<file path="config.mk">
export PLATFORM = sky130hd
export DESIGN_NAME = timer_dev
export DESIGN_NICKNAME = d
export VERILOG_FILES = /design/src/rtl/timer_dev_pkg.sv /design/src/rtl/timer_dev.sv
export SDC_FILE = /design/constraint.sdc
export NUM_CORES = 1
export LEC_CHECK = 0
export CAP_MARGIN = 20
export CORE_MARGIN = 2
export CORE_UTILIZATION = 58
export DETAILED_ROUTE_END_ITERATION = 6
export DONT_BUFFER_PORTS = 1
export HOLD_SLACK_MARGIN = 0.15
export PLACE_DENSITY = 0.82
export SLEW_MARGIN = 20
export SYNTH_ARGS = -nofsm -noshare
export SYNTH_HDL_FRONTEND = slang
export SYNTH_SLANG_ARGS = --single-unit
</file>
<file path="constraint.sdc">
create_clock -name clk -period 2.1 [get_ports clk]
set_input_delay 0.42 -clock clk [delete_from_list [all_inputs] [get_ports clk]]
set_output_delay 0.42 -clock clk [all_outputs]
set_load 0.01 [all_outputs]
</file>
<file path="src/rtl/timer_dev_pkg.sv">
// Register map, control-field layout, mode codes and FSM encodings shared by the
// timer and the system bridge (device ID).
package timer_dev_pkg;

   localparam logic [3:0] TIMER_DEV_ID = 4'h1;

   localparam logic [1:0] ADDR_CTRL   = 2'd0;
   localparam logic [1:0] ADDR_PRESET = 2'd1;
   localparam logic [1:0] ADDR_COUNT  = 2'd2;

   localparam int CTRL_EN   = 0;
   localparam int CTRL_MODE = 1;
   localparam int CTRL_IM   = 3;
   localparam int CTRL_WD   = 4;

   localparam logic [1:0] MODE_ONESHOT = 2'b00;
   localparam logic [1:0] MODE_RELOAD  = 2'b01;

   typedef enum logic [1:0] {
      ST_IDLE = 2'd0,
      ST_LOAD = 2'd1,
      ST_CNT  = 2'd2,
      ST_INT  = 2'd3
   } state_t;

   // Field order matches the CTRL bit positions above: [3] IM, [2:1] Mode, [0] En.
   typedef struct packed {
      logic       im;
      logic [1:0] mode;
      logic       en;
   } ctrl_t;

endpackage

</file>
<file path="src/rtl/timer_dev.sv">
// Memory-mapped countdown timer with one-shot/auto-reload modes and a maskable IRQ.
// Writes take effect on the WE edge, reads are combinational, no bus backpressure.
module timer_dev
   import timer_dev_pkg::*;
#(
   parameter int CNT_WD = 32
) (
   input  logic        clk,
   input  logic        rst,
   input  logic [1:0]  Addr,
   input  logic        WE,
   input  logic [31:0] DIn,
   output logic [31:0] DOut,
   output logic        IRQ
);

   ctrl_t             ctrl;
   logic [CNT_WD-1:0] preset;
   logic [CNT_WD-1:0] count;
   logic [CNT_WD-1:0] count_nxt;
   state_t            state;
   state_t            state_nxt;
   logic              flag;
   logic              flag_nxt;
   logic              im_nxt;
   logic              ctrl_wr;
   logic              preset_wr;
   logic              reload;
   logic              int_set;
   logic              hw_en_clr;

   assign ctrl_wr   = WE && (Addr == ADDR_CTRL);
   assign preset_wr = WE && (Addr == ADDR_PRESET);
   // Mode codes 1x behave as one-shot.
   assign reload    = (ctrl.mode == MODE_RELOAD);

   always_ff @(posedge clk or posedge rst) begin
      if (rst) begin
         state <= ST_IDLE;
         count <= '0;
      end else begin
         state <= state_nxt;
         count <= count_nxt;
      end
   end

   // Transitions look only at the registered CTRL, never at a same-edge write.
   always_comb begin
      state_nxt = state;
      count_nxt = count;
      int_set   = 1'b0;
      hw_en_clr = 1'b0;
      case (state)
         ST_IDLE: begin
            if (ctrl.en) state_nxt = ST_LOAD;
         end
         ST_LOAD: begin
            count_nxt = preset;
            state_nxt = ST_CNT;
         end
         ST_CNT: begin
            if (!ctrl.en)
               state_nxt = ST_IDLE;
            else if (count == '0)
               state_nxt = ST_INT;
            else
               count_nxt = count - CNT_WD'(1);
         end
         ST_INT: begin
            int_set = 1'b1;
            if (reload) begin
               state_nxt = ST_LOAD;
            end else begin
               hw_en_clr = 1'b1;
               state_nxt = ST_IDLE;
            end
         end
         default: state_nxt = ST_IDLE;
      endcase
   end

   // A software write to CTRL/PRESET always wins over a flag set in the same cycle.
   always_comb begin
      flag_nxt = flag;
      if (int_set)
         flag_nxt = 1'b1;
      else if (flag && reload)
         flag_nxt = 1'b0;
      if (ctrl_wr || preset_wr)
         flag_nxt = 1'b0;
      im_nxt = ctrl_wr ? DIn[CTRL_IM] : ctrl.im;
   end

   always_ff @(posedge clk or posedge rst) begin
      if (rst) begin
         ctrl   <= '0;
         preset <= '0;
         flag   <= 1'b0;
         IRQ    <= 1'b0;
      end else begin
         if (ctrl_wr)
            ctrl <= ctrl_t'(DIn[CTRL_WD-1:0]);
         else if (hw_en_clr)
            ctrl.en <= 1'b0;
         if (preset_wr)
            preset <= DIn[CNT_WD-1:0];
         flag <= flag_nxt;
         IRQ  <= flag_nxt & im_nxt;
      end
   end

   always_comb begin
      DOut = '0;
      case (Addr)
         ADDR_CTRL:   DOut[CTRL_WD-1:0] = ctrl;
         ADDR_PRESET: DOut[CNT_WD-1:0]  = preset;
         ADDR_COUNT:  DOut[CNT_WD-1:0]  = count;
         default:     DOut = '0;
      endcase
   end

endmodule

</file>
==> results of run 1 <==
## worst paths after layout
path / depth (start not counted) / slack [ps] / endpoint / start
max reg2reg: 9 / -120 / count[3] / count[0]
max in group asynchronous: 3 / 850 / preset[15] / rst
min reg2reg: 2 / 540 / ctrl[0] / ctrl[0]
max: 9 / -120 / count[3] / count[0]
min: 1 / 200 / preset[13] / DIn[13]
min in group asynchronous: 2 / 600 / count[28] / rst
## metal layers
layer,global-route usage,part of all wire
met1,0.405,0.39
met2,0.502,0.49
met3,0.0462,0.079
met4,0.159,0.039
met5,0,0
## registers in the layout (all words and copies together), names as in the netlist
register / flops
count: 32
preset: 32
ctrl: 4
state: 2
IRQ: 1
flag: 1
## cell usage in the layout, fill, tap and decap left out, types with 5 or more instances in the layout
master | synthesis | final
nor2b_1 | 31 | 30
mux2_2 | 35 | 35
o21ai_0 | 21 | 17
a31oi_1 | 6 | 5
inv_1 | 7 | 6
nand3_1 | 8 | 5
clkbuf_8 | 0 | 10
a21oi_2 | 0 | 5
a22oi_1 | 29 | 29
or4_4 | 2 | 6
nor3_1 | 9 | 8
o22ai_1 | 8 | 7
nand4_1 | 6 | 6
nor2_1 | 17 | 17
a21oi_1 | 24 | 17
buf_12 | 0 | 8
nand2_1 | 40 | 39
dfrtp_1 | 72 | 71
buf_4 | 0 | 71
## cell type report
type | count | area [um2]
timing repair buffer | 85 | 787
fill | 471 | 1710
inverter | 8 | 33.8
tap | 99 | 124
sequential | 72 | 1800
clock buffer | 14 | 153
multi-input combinational | 324 | 2490
clock inverter | 2 | 38.8
## repair_timing
action / CTS / global route
gates cloned: 0 / 3
hold buffers: 1 / 0
setup buffers: 6 / 4
resized for setup: 10 / 45
endpoints found under the setup margin: 15 / 28
hold endpoints to repair: 25 / 0
pin swaps: 6 / 12
## power by group through the flow
stage / combinational (uW) / clock (uW) / sequential (uW)
floorplan: 1770 / 0 / 2210
global placement: 2900 / 0 / 2220
detailed placement: 3010 / 0 / 2260
CTS: 3130 / 1110 / 2240
global route: 3970 / 1170 / 2320
finish: 3750 / 1110 / 2280
## cell families (layout without fill, tap and decap cells)
group,Yosys count,count (layout),share of synthesized area
and+or+nand+nor,150,150,0.202
AOI/OAI and AO/OA,133,133,0.220
DFF,72,72,0.428
buffers and inverters,40,109,0.0396
muxes,36,36,0.0961
adders and majority gates,5,5,0.0149
## stage by stage
step	hold WS, ps	TNS, ps
3_3_place_gp	383	-129
3_5_place_dp	396	-868
6_report	200	-452
5_1_grt	204	-1560
2_1_floorplan	480	-11.5
4_1_cts	200	-347
==> impl_metrics.toml, run 1 <==
[cells_and_area]
instances_no_fill = 604
synthToLayoutAreaGrowth_pct = 29.1
nNetsFinal = 542
antenna_cells = 0
design_area_mm2 = 0.00543
drive_gt1_frac = 0.370
final_core_util = 0.761

[floorplan]
die_y_um = 89.2
coreArea_mm2 = 0.00714
initial_utilization = 0.589
die_area_mm2 = 0.00795
die_x_um = 89.2
num_io_pins = 70
core.rowCount = 31

[synthesis]
synthArstFlopShare = 1.00
postSynthCellCount = 436
syn_avg_cell_area_um2 = 9.65
synth_commonest_cells = "dfrtp_1, nand2_1, mux2_2"
netlist_top_cells_area = "dfrtp_1, mux2_2, a22oi_1"
ys.flop_type = "dfrtp_1"
yosysMostFrequentCell = "dfrtp_1"
synthDominantCellAreaShare = 0.428
synth_area_leader_cell = "dfrtp_1"
synth.distinct_cells = 60
syn_area_mm2 = 0.00421
synth_fp_nets = 478
seq_area_frac_synth = 0.428
synth_edf_count = 0
ys_warn_count = 0
ys_ff_latch = 72

[drt]
vias = 4100
drtIter0Drc = 536
drt_pass1_iterations = 6
wl_per_cell_um = 22.0
remaining_drc_errors = 0
ant_nets = 0
vias_per_cell = 6.79
wirelength_um = 13300

[timing]
fin_skew_ps = 12.0
slew_violations = 0
period_needed_ps = 2220
fin_crit_sh = 1.05
hold_violations = 0
worstMarginPinSlew_ps = 675
max_freq_ghz = 0.451
setup_slack_ps = -115
slew_headroom = 0.550
finalSetupViolCount = 10
rsz0062_at_grt = "true"

[clock_network]
htree_levels = 3
clkLatencyLatePin_ps = 360
root_buffer = "clkbuf_8"
cts_buffer_depth = 2
cts_tree = "yes"
clk_pin_slew_worst_paths_ps = 80
cts_buffers = 9
cts_sinks = 72

[critical_path]
slowest_stage = "a31oi_4"
cp_max_fo = 8
critPathCaptureType = "flop"
cpLargestDelayFamily = "compound AO/OA/AOI/OAI gates"
crit_chain = "inv_1 -> ha_2 -> nor4b_4 -> buf_4 -> and4_4 -> a31oi_4 -> buf_12 -> o21ai_0 -> a22o_1"
path_buf_inv = 3
arrival_ps = 2460
required_ps = 2340
cpPeakStageDelay_ps = 400
crit_type = "flop to flop"
start_kind = "flop"

[place]
placed_area_mm2 = 0.00484
placed_cells = 574
io_buffers = 0
place_ws_ps = -133
place_congestion = 0.902
hpwl_um = 8070

[min_path]
hold_class = "input pin to flop"

[power]
totalPowerFinal_uw = 7140
power_frac_seq = 0.319
clockPowerShare = 0.156
p_leak_uw = 0.00217
p_int_uw = 4200
p_sw_uw = 2940
vdd_drop_max_mv = 0.636
power.share.combinational = 0.525
power_density_mw_per_mm2 = 1310
sw_frac_of_total = 0.412

[grt]
grt_antenna_before_repair = 0
grt_pass1_wl_um = 18900
grt_pass1_vias = 3869
grt.total_usage = 0.310
overflow = 0
grt_max_degree = 48

[run]
drv_cap = 0

[status]
status = "complete, but fails checks"
violations = "negative setup slack"
Note: power is estimated with default switching activity, not from simulation.
==> inputs of run 2 (changes only) <==
- CORE_UTILIZATION: 58 -> 65
- PLACE_DENSITY: 0.82 -> 0.87
- clock period: 2.1 -> 2.75 ns (I/O delays scaled with it)
==> run 2 against run 1 <==
The run now ends clean; setup slack gained 310 ps; clock power is 23% lower; fmax down 13%; via count is 11% lower.
==> impl_metrics.toml, run 2 (synthesis results as in run 1) <==
[status]
status = "finished, final reports clean"

[floorplan]
coreArea_mm2 = 0.00631
die_x_um = 84.4
die_y_um = 84.4
num_io_pins = 70
initial_utilization = 0.666
die_area_mm2 = 0.00713
core.rowCount = 29

[timing]
fin_skew_ps = 8.62
finalSetupViolCount = 0
max_freq_ghz = 0.391
rsz0062_at_grt = "false"
fin_setup_tns_ps = 0
fin_crit_sh = 0.930
fin_worst_hold_slack_ps = 219
period_needed_ps = 2560
hold_violations = 0
worstMarginPinSlew_ps = 766
slew_violations = 0
slew_headroom = 0.489

[min_path]
hold_class = "input pin to asynchronous set/reset pin"

[place]
io_buffers = 0
place_congestion = 0.874
placed_area_mm2 = 0.00429
hpwl_um = 7040

[cells_and_area]
nNetsFinal = 471
synthToLayoutAreaGrowth_pct = 6.84
mostFrequentLayoutCell = "dfrtp_1"
design_area_mm2 = 0.00449
drive_gt1_frac = 0.189
final_core_util = 0.712
antenna_cells = 0
top_regs = "count (32), preset (32), ctrl (4)"
final_cell_mix = "dfrtp_1, nand2_1, mux2_2"

[clock_network]
cts_tree = "yes"
clk_pin_slew_worst_paths_ps = 80
cts_buffers = 9
root_buffer = "clkbuf_8"
post-cts-setup-buffers = 0
cts_sinks = 72
cts_buffer_depth = 2
htree_levels = 3
clkLatencyLatePin_ps = 350

[critical_path]
r2r-start = "count[0]"
r2r_cells = 8
required_ps = 3000
crit_chain = "inv_1 -> ha_1 -> nor4b_2 -> and4_1 -> a31oi_2 -> buf_4 -> o21ai_0 -> a22o_1"
slowest_stage = "a31oi_2"
worst-r2r-setup-slack_ps = 190
crit_type = "flop to flop"
arrival_ps = 2800
critPathCaptureType = "flop"
r2r-end = "count[3]"
path_buf_inv = 2
cpLargestDelayFamily = "compound AO/OA/AOI/OAI gates"
cpPeakStageDelay_ps = 480
cp_max_fo = 24
start_kind = "flop"

[drt]
wirelength_um = 10600
ant_nets = 0
wl_per_cell_um = 20.7
vias = 3653
drtIter0Drc = 287
vias_per_cell = 7.16
remaining_drc_errors = 0
drt_pass1_iterations = 5

[grt]
overflow = 0
grt_pass1_wl_um = 17500
grt_max_degree = 48
grt_pass1_vias = 3516
grt_antenna_before_repair = 0
grt.total_usage = 0.307

[power]
totalPowerFinal_uw = 4310
p_leak_uw = 0.00171
vdd_drop_max_mv = 0.554
power_density_mw_per_mm2 = 959

[run]
drv_cap = 0
-- run 2: through the flow --
stage	std cells	worst slack [ps]
after global placement	495	361
after detailed placement	495	287
after CTS	510	90.9
final	510	193
after global routing	510	66.2
after floorplan	436	375
-- run 2: worst max path at each step --
stage                      endpoint  cells past startpoint     start
after floorplan                 IRQ                      1       rst
after global placement    count[24]                      7  count[0]
after detailed placement  count[24]                      7  count[0]
after CTS                 count[24]                      7  count[0]
after global routing       count[3]                      8  count[0]
final                      count[3]                      8  count[0]
-- run 2: area by class of cell --
cell class                 count  area (um2)
clock inverter                 5        57.6
timing repair buffer          14         118
tap                           77        96.3
clock buffer                  10         138
inverter                       8        30.0
fill                         478        1820
multi-input combinational    324        2250
sequential                    72        1800
-- run 2: power by group --
part	switching, uW	internal (uW)
clock network	413	437
logic	909	668
registers	472	1410
-- run 2: timing repair --
action / in CTS / in global routing
gates resized for setup: 0 / 1
setup endpoints to repair: 0 / 1
hold buffers: 0 / 0
-- run 2: layer usage --
| metal | global-route usage | vias up | part of all wire |
|---|---|---|---|
| li1 | - | 1629 | - |
| met1 | 0.417 | 1824 | 0.42 |
| met3 | 0.0531 | 24 | 0.066 |
| met4 | 0.123 | 0 | 0.023 |
| met2 | 0.497 | 176 | 0.50 |
| met5 | 0 | - | 0 |
==> inputs of run 3 (changes only) <==
- CORE_UTILIZATION: 65 -> 64
- PLACE_DENSITY: 0.87 -> 0.86
- SKIP_LAST_GASP: not set -> 1
- clock period: 2.75 -> 2.45 ns (I/O delays scaled with it)
==> run 3 against run 2 <==
Total power increased by 25%; via count grew 2.2%; first-iteration DRC count grew 22%; non-clock buffer count is 18 higher; critical path type unchanged.
==> impl_metrics.toml, run 3 (synthesis results as in run 1) <==
[grt]
grt_max_degree = 73
grt_pass1_wl_um = 17600
grt_antenna_before_repair = 0
grt.total_usage = 0.310
grt_pass1_vias = 3538
overflow = 0

[min_path]
hold_class = "input pin to flop"
holdCritStartpoint = "DIn[0]"

[clock_network]
cts_buffers = 9
cts_sinks = 72
clk_pin_slew_worst_paths_ps = 80
cts_tree = "yes"
post-cts-setup-buffers = 0
cts_buffer_depth = 2
root_buffer = "clkbuf_8"
clkLatencyLatePin_ps = 360
htree_levels = 3

[power]
power.share.combinational = 0.398
sw_frac_of_total = 0.397
vdd_drop_max_mv = 0.661
p_leak_uw = 0.00185
p_sw_uw = 2140
p_int_uw = 3240
clockPowerShare = 0.222
power_frac_seq = 0.380
power_density_mw_per_mm2 = 1130

[floorplan]
die_y_um = 85.1
coreArea_mm2 = 0.00635
initial_utilization = 0.662
die_x_um = 85.1
num_io_pins = 70
die_area_mm2 = 0.00724
core.rowCount = 29

[critical_path]
crit_type = "flop to flop"
r2r-start = "count[1]"
required_ps = 2710
crit_chain = "or4_1 -> nor4_4 -> nand2_2 -> or3_1 -> a32o_1"
cpPeakStageDelay_ps = 720
slowest_stage = "or4_1"
cp_max_fo = 7
cp-startpoint = "count[1]"
arrival_ps = 2680
start_kind = "flop"
critPathCaptureType = "flop"

[drt]
vias_per_cell = 7.06
ant_nets = 0
drt_pass1_iterations = 5
vias = 3733
wirelength_um = 10900
wl_per_cell_um = 20.7
drtIter0Drc = 351
remaining_drc_errors = 0

[status]
status = "finished, final reports clean"

[cells_and_area]
instances_no_fill = 529
fill_cells = 445
antenna_cells = 0
nNetsFinal = 489
drive_gt1_frac = 0.232
final_cell_mix = "dfrtp_1, nand2_1, mux2_2"
top_regs = "count (32), preset (32), ctrl (4)"
synthToLayoutAreaGrowth_pct = 12.8
mostFrequentLayoutCell = "dfrtp_1"

[place]
hpwl_um = 7400
place_ws_ps = -181
io_buffers = 0
placed_cells = 512
place_congestion = 0.932

[timing]
fin_crit_sh = 0.987
period_needed_ps = 2420
slew_headroom = 0.522
slew_violations = 0
finalSetupViolCount = 0
fin_skew_ps = 5.80
hold_violations = 0
rsz0062_at_grt = "true"
setup_slack_ps = 31.3
max_freq_ghz = 0.413
worstMarginPinSlew_ps = 712

[run]
drv_cap = 0
[run 3: cell count changes in the layout (fill, tap and decap cells not counted), moves of 2 or more]
cell        before  now
nor4b_4          0    2
o31ai_1          4    2
clkinvlp_4       3    1
bufinv_16        1    3
nor4b_2          2    0
buf_4           13   29
o31ai_2          0    2
[run 3: final cells by class]
cell class | instances | area [um2] | area share
multi-input combinational | 324 | 2300 | 0.484
sequential | 72 | 1800 | 0.380
timing repair buffer | 32 | 268 | 0.0564
clock buffer | 11 | 151 | 0.0319
clock inverter | 5 | 103 | 0.0216
tap | 77 | 96.3 | 0.0203
inverter | 8 | 30.0 | 0.00633
[run 3: through the flow]
step	area [um2]	power (uW)	setup TNS, ps	hold WS (ps)	utilization
2_1_floorplan	4210	3410	0	480	-
3_3_place_gp	4430	3950	-115	491	0.698
3_5_place_dp	4430	4050	-255	491	0.698
4_1_cts	4710	5290	0	253	0.742
5_1_grt	4750	5670	-92.9	247	0.747
6_report	4750	5370	0	259	0.747
[run 3: routing by layer]
| layer | share of wire | global-route usage | routed length (um) |
|---|---|---|---|
| met3 | 0.094 | 0.0759 | 1030 |
| met1 | 0.40 | 0.427 | 4370 |
| met2 | 0.48 | 0.479 | 5300 |
| met5 | 0 | 0 | 0 |
| met4 | 0.021 | 0.114 | 230 |
[run 3: power groups by stage]
| stage | registers, uW | logic (uW) | clock network, uW |
|---|---|---|---|
| floorplan | 1890 | 1520 | 0 |
| global placement | 2000 | 1950 | 0 |
| detailed placement | 2030 | 2030 | 0 |
| CTS | 2010 | 2070 | 1200 |
| global route | 2100 | 2320 | 1260 |
| finish | 2040 | 2140 | 1190 |
[run 3: worst max-delay path, delay by kind of cell (launching register included)]
family,cells,cell delay (ps)
flip-flops,1,420
AND/OR/NAND/NOR,4,1630
AO/OA/AOI/OAI,1,260
[run 3: repair_timing]
item / in CTS / in global routing
endpoints found under the setup margin: 11 / 14
hold buffers: 1 / 0
resized for setup: 2 / 6
gates cloned: 0 / 0
endpoints found under the hold margin: 72 / 0
[run 3: final timing paths]
check | end | cells after the start | slack (ps)
min in group asynchronous | preset[3] | 3 | 650
max | count[19] | 5 | 30
min | ctrl[0] | 2 | 260
max in group asynchronous | preset[22] | 3 | 1470
max reg2reg | count[19] | 5 | 30
min reg2reg | flag | 2 | 520
